**config.mk**
```make
export PLATFORM = sky130hd
export DESIGN_NAME = regfile_write_arbiter_flat
export DESIGN_NICKNAME = d
export VERILOG_FILES = /design/src/rtl/regfile_write_arbiter_if.sv /design/src/rtl/regfile_write_arbiter.sv /design/src/flat_wrapper.sv
export SDC_FILE = /design/constraint.sdc
export NUM_CORES = 1
export LEC_CHECK = 0
export BUFFER_PORTS_ARGS = -buffer_cell sky130_fd_sc_hd__buf_2
export CAP_MARGIN = 5
export CORE_UTILIZATION = 39
export CTS_CLUSTER_SIZE = 10
export DETAILED_ROUTE_END_ITERATION = 10
export PLACE_DENSITY = 0.71
export SLEW_MARGIN = 25
export SYNTH_ARGS = -nofsm -noshare
export SYNTH_HDL_FRONTEND = slang
export SYNTH_SLANG_ARGS = --single-unit
export TNS_END_PERCENT = 50
```
**constraint.sdc**
```tcl
create_clock -name clk -period 4.3 [get_ports clk]
set_input_delay 0.43 -clock clk [delete_from_list [all_inputs] [get_ports clk]]
set_output_delay 0.43 -clock clk [all_outputs]
set_load 0.03 [all_outputs]
```
**src/rtl/regfile_write_arbiter_if.sv**
```systemverilog
// Writeback bus between the two requesters, the issue stage and the
// RegisterFile write port.
interface regfile_write_arbiter_if #(
  parameter int XLEN = 32,
  parameter int AW   = 5
);
  logic            a_valid;
  logic            a_ready;
  logic [AW-1:0]   a_rd;
  logic [XLEN-1:0] a_data;

  logic            b_valid;
  logic            b_ready;
  logic [AW-1:0]   b_rd;
  logic [XLEN-1:0] b_data;

  logic            wen;
  logic [AW-1:0]   rd;
  logic [XLEN-1:0] din;

  logic [AW-1:0]   rs1;
  logic [AW-1:0]   rs2;
  logic            rs1_busy;
  logic            rs2_busy;
  logic            idle;

  modport master (
    output a_valid, a_rd, a_data,
    output b_valid, b_rd, b_data,
    output rs1, rs2,
    input  a_ready, b_ready,
    input  wen, rd, din,
    input  rs1_busy, rs2_busy, idle
  );

  modport slave (
    input  a_valid, a_rd, a_data,
    input  b_valid, b_rd, b_data,
    input  rs1, rs2,
    output a_ready, b_ready,
    output wen, rd, din,
    output rs1_busy, rs2_busy, idle
  );
endinterface

```
**src/rtl/regfile_write_arbiter.sv**
```systemverilog
// Two-requester writeback arbiter: per-requester FIFOs, round-robin drain
// into a registered RegisterFile write stage, plus pending-write hazard flags.
module regfile_write_arbiter #(
  parameter int DEPTH = 2,
  parameter int XLEN  = 32,
  parameter int AW    = 5
) (
  input logic                  clk,
  input logic                  rst,
  regfile_write_arbiter_if.slave bus
);
  localparam int PW = (DEPTH > 1) ? $clog2(DEPTH) : 1;

  typedef enum logic {
    GRANT_A = 1'b0,
    GRANT_B = 1'b1
  } grant_e;

  // Index 0 is requester A, index 1 is requester B.
  logic [AW-1:0]   mem_rd_q   [2][DEPTH];
  logic [XLEN-1:0] mem_data_q [2][DEPTH];
  logic [PW-1:0]   wptr_q [2];
  logic [PW-1:0]   rptr_q [2];
  logic [PW:0]     cnt_q  [2];

  grant_e          last_q, last_d;
  logic            wen_q, wen_d;
  logic [AW-1:0]   rd_q, rd_d;
  logic [XLEN-1:0] din_q, din_d;

  logic            in_valid [2];
  logic [AW-1:0]   in_rd    [2];
  logic [XLEN-1:0] in_data  [2];

  logic            full     [2];
  logic            nonempty [2];
  logic            ready    [2];
  logic            push     [2];
  logic            pop      [2];

  logic [PW-1:0]   off;
  logic            occ;
  logic            hit1, hit2;

  assign in_valid[0] = bus.a_valid;
  assign in_rd[0]    = bus.a_rd;
  assign in_data[0]  = bus.a_data;
  assign in_valid[1] = bus.b_valid;
  assign in_rd[1]    = bus.b_rd;
  assign in_data[1]  = bus.b_data;

  // x0 writes complete the handshake but are never enqueued.
  always_comb begin
    for (int unsigned r = 0; r < 2; r++) begin
      full[r]     = (cnt_q[r] == (PW+1)'(DEPTH));
      nonempty[r] = (cnt_q[r] != '0);
      ready[r]    = !full[r] && !rst;
      push[r]     = in_valid[r] && ready[r] && (in_rd[r] != '0);
    end
  end

  always_comb begin
    pop[0] = 1'b0;
    pop[1] = 1'b0;
    last_d = last_q;
    wen_d  = 1'b0;
    rd_d   = rd_q;
    din_d  = din_q;
    if (nonempty[0] && (!nonempty[1] || last_q == GRANT_B)) begin
      pop[0] = 1'b1;
      last_d = GRANT_A;
      wen_d  = 1'b1;
      rd_d   = mem_rd_q[0][rptr_q[0]];
      din_d  = mem_data_q[0][rptr_q[0]];
    end else if (nonempty[1]) begin
      pop[1] = 1'b1;
      last_d = GRANT_B;
      wen_d  = 1'b1;
      rd_d   = mem_rd_q[1][rptr_q[1]];
      din_d  = mem_data_q[1][rptr_q[1]];
    end
  end

  always_ff @(posedge clk or posedge rst) begin
    if (rst) begin
      for (int unsigned r = 0; r < 2; r++) begin
        wptr_q[r] <= '0;
        rptr_q[r] <= '0;
        cnt_q[r]  <= '0;
      end
      last_q <= GRANT_B;
      wen_q  <= 1'b0;
      rd_q   <= '0;
      din_q  <= '0;
    end else begin
      for (int unsigned r = 0; r < 2; r++) begin
        if (push[r]) wptr_q[r] <= wptr_q[r] + PW'(1);
        if (pop[r])  rptr_q[r] <= rptr_q[r] + PW'(1);
        cnt_q[r] <= cnt_q[r] + (PW+1)'(push[r]) - (PW+1)'(pop[r]);
      end
      last_q <= last_d;
      wen_q  <= wen_d;
      rd_q   <= rd_d;
      din_q  <= din_d;
    end
  end

  // Storage needs no reset: occupancy is tracked by the pointers and counts.
  always_ff @(posedge clk) begin
    for (int unsigned r = 0; r < 2; r++) begin
      if (push[r]) begin
        mem_rd_q[r][wptr_q[r]]   <= in_rd[r];
        mem_data_q[r][wptr_q[r]] <= in_data[r];
      end
    end
  end

  // An entry is occupied when its distance from the read pointer is below the count.
  always_comb begin
    off  = '0;
    occ  = 1'b0;
    hit1 = wen_q && (rd_q == bus.rs1);
    hit2 = wen_q && (rd_q == bus.rs2);
    for (int unsigned r = 0; r < 2; r++) begin
      for (int unsigned i = 0; i < DEPTH; i++) begin
        off = PW'(i) - rptr_q[r];
        occ = ({1'b0, off} < cnt_q[r]);
        if (occ && (mem_rd_q[r][i] == bus.rs1)) hit1 = 1'b1;
        if (occ && (mem_rd_q[r][i] == bus.rs2)) hit2 = 1'b1;
      end
    end
  end

  assign bus.a_ready  = ready[0];
  assign bus.b_ready  = ready[1];
  assign bus.wen      = wen_q;
  assign bus.rd       = rd_q;
  assign bus.din      = din_q;
  assign bus.rs1_busy = hit1 && (bus.rs1 != '0);
  assign bus.rs2_busy = hit2 && (bus.rs2 != '0);
  assign bus.idle     = !nonempty[0] && !nonempty[1] && !wen_q;
endmodule
```
**src/flat_wrapper.sv**
```systemverilog
// flat-port wrapper written by rule: the top's interface ports become plain ports
module regfile_write_arbiter_flat 
#(
  parameter int DEPTH = 2,
  parameter int XLEN  = 32,
  parameter int AW    = 5
)
  (clk, rst, bus_a_valid, bus_a_rd, bus_a_data, bus_b_valid, bus_b_rd, bus_b_data, bus_rs1, bus_rs2, bus_a_ready, bus_b_ready, bus_wen, bus_rd, bus_din, bus_rs1_busy, bus_rs2_busy, bus_idle);
  regfile_write_arbiter_if #(.XLEN(XLEN), .AW(AW)) bus_i ();
  input logic clk;
  input logic rst;
  input wire logic [$bits(bus_i.a_valid)-1:0] bus_a_valid;
  input wire logic [$bits(bus_i.a_rd)-1:0] bus_a_rd;
  input wire logic [$bits(bus_i.a_data)-1:0] bus_a_data;
  input wire logic [$bits(bus_i.b_valid)-1:0] bus_b_valid;
  input wire logic [$bits(bus_i.b_rd)-1:0] bus_b_rd;
  input wire logic [$bits(bus_i.b_data)-1:0] bus_b_data;
  input wire logic [$bits(bus_i.rs1)-1:0] bus_rs1;
  input wire logic [$bits(bus_i.rs2)-1:0] bus_rs2;
  output wire logic [$bits(bus_i.a_ready)-1:0] bus_a_ready;
  output wire logic [$bits(bus_i.b_ready)-1:0] bus_b_ready;
  output wire logic [$bits(bus_i.wen)-1:0] bus_wen;
  output wire logic [$bits(bus_i.rd)-1:0] bus_rd;
  output wire logic [$bits(bus_i.din)-1:0] bus_din;
  output wire logic [$bits(bus_i.rs1_busy)-1:0] bus_rs1_busy;
  output wire logic [$bits(bus_i.rs2_busy)-1:0] bus_rs2_busy;
  output wire logic [$bits(bus_i.idle)-1:0] bus_idle;
  assign bus_i.a_valid = bus_a_valid;
  assign bus_i.a_rd = bus_a_rd;
  assign bus_i.a_data = bus_a_data;
  assign bus_i.b_valid = bus_b_valid;
  assign bus_i.b_rd = bus_b_rd;
  assign bus_i.b_data = bus_b_data;
  assign bus_i.rs1 = bus_rs1;
  assign bus_i.rs2 = bus_rs2;
  assign bus_a_ready = bus_i.a_ready;
  assign bus_b_ready = bus_i.b_ready;
  assign bus_wen = bus_i.wen;
  assign bus_rd = bus_i.rd;
  assign bus_din = bus_i.din;
  assign bus_rs1_busy = bus_i.rs1_busy;
  assign bus_rs2_busy = bus_i.rs2_busy;
  assign bus_idle = bus_i.idle;
  regfile_write_arbiter #(.DEPTH(DEPTH), .XLEN(XLEN), .AW(AW)) u_core (.clk(clk), .rst(rst), .bus(bus_i));
endmodule
```
==> flow_summary.toml <==
[detailed_routing]
drc = 0
via_per_inst = 4.99
drt_wl_total_um = 17400
drtPass1Iterations = 6
drt_iter0_drc = 301
vias = 4625
route.detailed.wl_per_inst_um = 18.8
ant_nets = 0

[clocking]
cts_tree = "built"
insertion_delay_ns = 0.43
cts_root_buf = "clkbuf_16"
cts_inserted_buffers = 17
postCtsHoldBufs = 0
ctsHtreeMaxLevel = 4
cts_buffer_depth = 2
clk_pin_slew_ns = 0.07
post_cts_resized = 0
cts_setup_buffers = 0
cts_sinks = 195

[sta]
maxSlewViolCount = 0
rsz0062_at_grt = "false"
finalSetupViolCount = 0
max_freq_mhz = 386
tightest_slew_ns = 0.982
hold_viol_final = 0
period_share_pct = 60.2
skew_ns = 0.00656
relSlewSlack_pct = 34.5
tns_ns = 0
layout_setup_ws_ns = 1.71
period_needed_ns = 2.59

[setup_path]
r2r_cells = 10
cp_max_fo = 50
cp.required_ns = 3.87
rrSetupSlack_ns = 1.75
criticalPathCategory = "reg -> out"
r2r-start = "u_core.cnt_q[1]"
r2r_end = "u_core.cnt_q[1]"
path_cells = "nor4_4, buf_4, inv_1, nor2_1, buf_2"
path_buf_inv = 3
crit_arrival_ns = 2.16
cp-start-kind = "flop"
critPathTopFamily = "buffers and inverters"
worst_path_max_delay_cell = "dfrtp_1"
cp_slowest_stage_delay_ns = 0.51
end_kind = "output port"

[floorplan]
pin_count = 131
fp.dieH_um = 145
fp-row-count = 51
die_w_um = 145
die_area_sq_um = 21000
start_util_pct = 40.4
core_area_sq_um = 19800

[pwr]
ir_drop_v = 0.000437
combPwrFrac_pct = 34.0
power.switching_mw = 2.36
seqPwrFrac_pct = 42.6
p_int_mw = 4.13
switching_share_pct = 36.4
leakage_nw = 3.65
clock_power_share_pct = 23.4
pwr_density_cell_nw_per_um2 = 684
total_power_mw = 6.49

[finish]
synthToLayoutAreaGrowth_pct = 19.0
final_net_count = 740
multi_input_area_sq_um = 2200
fillerInstances = 1745
seqCellArea_sq_um = 5620
drive_gt1_share_pct = 29.7

[placement]
place.port_buffers = 130
hpwlAfterDp_um = 12200
routabilityCongestion = 0.845
pre_cts_ws_ns = 1.77

[synthesis]
syn-num-nets = 617
yosysUniqueCellTypes = 37
yosysSeqAreaShare_pct = 70.4
synth_edf_count = 148
synth_area_leaders = "edfxtp_1 (56%), dfrtp_1 (14%), mux2i_1 (7.8%), xor2_1 (3.3%), xnor2_1 (3.1%)"
synth_area_leader_cell = "edfxtp_1"
netlist_area_sq_um = 7980
yosysWarnings = 0
postSynthAreaPerCell_sq_um = 15.2
ys_top_cells_by_count = "edfxtp_1 (148), mux2i_1 (62), dfrtp_1 (46)"
netlist_instances = 525
post-synth-top-count-cell = "edfxtp_1"
synth_top_area_share_pct = 55.7
synth-seq-cells = 195
synth-main-ff-cell = "edfxtp_1"
synthArstFlopShare_pct = 24.1

[global_routing]
grt_busiest_layer = "met2"
grt_use_total_pct = 17.3
grt_max_degree = 51
overflow = 0
grt.met1_usage_pct = 23.2
antenna_found_initial = 0
grt_first_pass_wirelength_um = 27300
grt_pass1_vias = 4836
use_met2_pct = 27.8
use_met3_pct = 3.77

[worst_hold_path]
hold_class = "in -> async"

[run]
drv_cap = 0

[outcome]
outcome = "complete, no violations"
worst reg2reg max path, stage by stage, from the launching register on:
cell and delay (ns):
dfrtp_1 0.57, nor2_1 0.17, o22ai_4 0.55, o21ai_2 0.12, buf_4 0.27, inv_1 0.10
ha_1 0.22, inv_1 0.05, ha_1 0.14, xnor2_1 0.14, xnor2_1 0.14
metal layers:
| metal | routed length [um] | part of all wire (%) |
|---|---|---|
| met1 | 7850 | 45 |
| met4 | 333 | 1.9 |
| met2 | 8480 | 49 |
| met3 | 737 | 4.2 |
| met5 | 0 | 0 |
sequential cells by signal, summed over array words and instances, names as in the netlist:
| signal | count |
|---|---|
| u_core.cnt_q | 4 |
| u_core.wptr_q | 2 |
| u_core.rptr_q | 2 |
| u_core.mem_rd_q | 20 |
| u_core.last_q | 1 |
| u_core.bus.wen | 1 |
| u_core.mem_data_q | 128 |
| u_core.bus.din | 32 |
| u_core.bus.rd | 5 |
power groups by stage:
| stage | clock network [mW] | registers, mW | logic (mW) |
|---|---|---|---|
| after floorplan | 0 | 3.04 | 1.31 |
| after global placement | 0 | 2.79 | 2.15 |
| after detailed placement | 0 | 2.80 | 2.25 |
| after CTS | 1.54 | 2.77 | 2.25 |
| after global routing | 1.63 | 2.81 | 2.40 |
| final | 1.52 | 2.77 | 2.21 |
final cells by class:
| cell class | count | area share, % |
|---|---|---|
| sequential | 195 | 59.2 |
| inverter | 9 | 0.369 |
| antenna | 1 | 0.0263 |
| timing repair buffer | 137 | 7.75 |
| clock buffer | 17 | 4.48 |
| multi-input combinational | 288 | 23.2 |
| tap | 265 | 3.49 |
| clock inverter | 15 | 1.50 |
per-stage QoR:
step                      util [%]  std cells  hold slack, ns  area [sq um]
final                         48.0        927           0.171          9500
after global routing          48.0        926           0.173          9500
after CTS                     48.0        926           0.171          9490
after detailed placement      45.1        894           0.466          8930
after global placement        44.9        892           0.465          8880
after floorplan                  -        525           0.455          7980
logic make-up (layout without fill, tap and decap cells):
family / Yosys count / after routing / share of synthesized area [%]
adders and majority gates: 4 / 4 / 0.627
muxes: 74 / 74 / 9.47
AOI/OAI and AO/OA: 65 / 65 / 5.64
buffers and inverters: 42 / 178 / 2.43
DFF: 195 / 195 / 70.4
and+or+nand+nor: 87 / 87 / 5.05
other: 0 / 1 / 0
xor gates and xnor gates: 58 / 58 / 6.36
layout by cell type (no fill, tap or decap), drive strengths merged, types with 3 or more instances in the layout:
cell        n
edfxtp    148
buf       137
mux2i      62
dfrtp      46
nand2      39
xor2       30
xnor2      28
o221ai     25
a21oi      21
nor2       20
clkbuf     17
o21ai      13
mux2       12
clkinv     11
inv         8
nor3        8
nor4        6
ha          4
nand3       3
clkinvlp    3
nor2b       3
or4         3
worst max-delay path by stage:
stage | from | end | slack (ns) | cells after the start
after global placement | u_core.cnt_q[1] | u_core.cnt_q[1] | 1.89 | 10
after CTS | u_core.cnt_q[1] | bus_idle | 1.70 | 5
after global routing | u_core.cnt_q[1] | u_core.cnt_q[1] | 1.54 | 10
after detailed placement | u_core.cnt_q[1] | u_core.cnt_q[1] | 1.77 | 10
after floorplan | u_core.cnt_q[3] | u_core.mem_data_q[0][32] | 0.77 | 5
final | u_core.cnt_q[1] | bus_idle | 1.71 | 5
(Power assumes the default switching activity.)
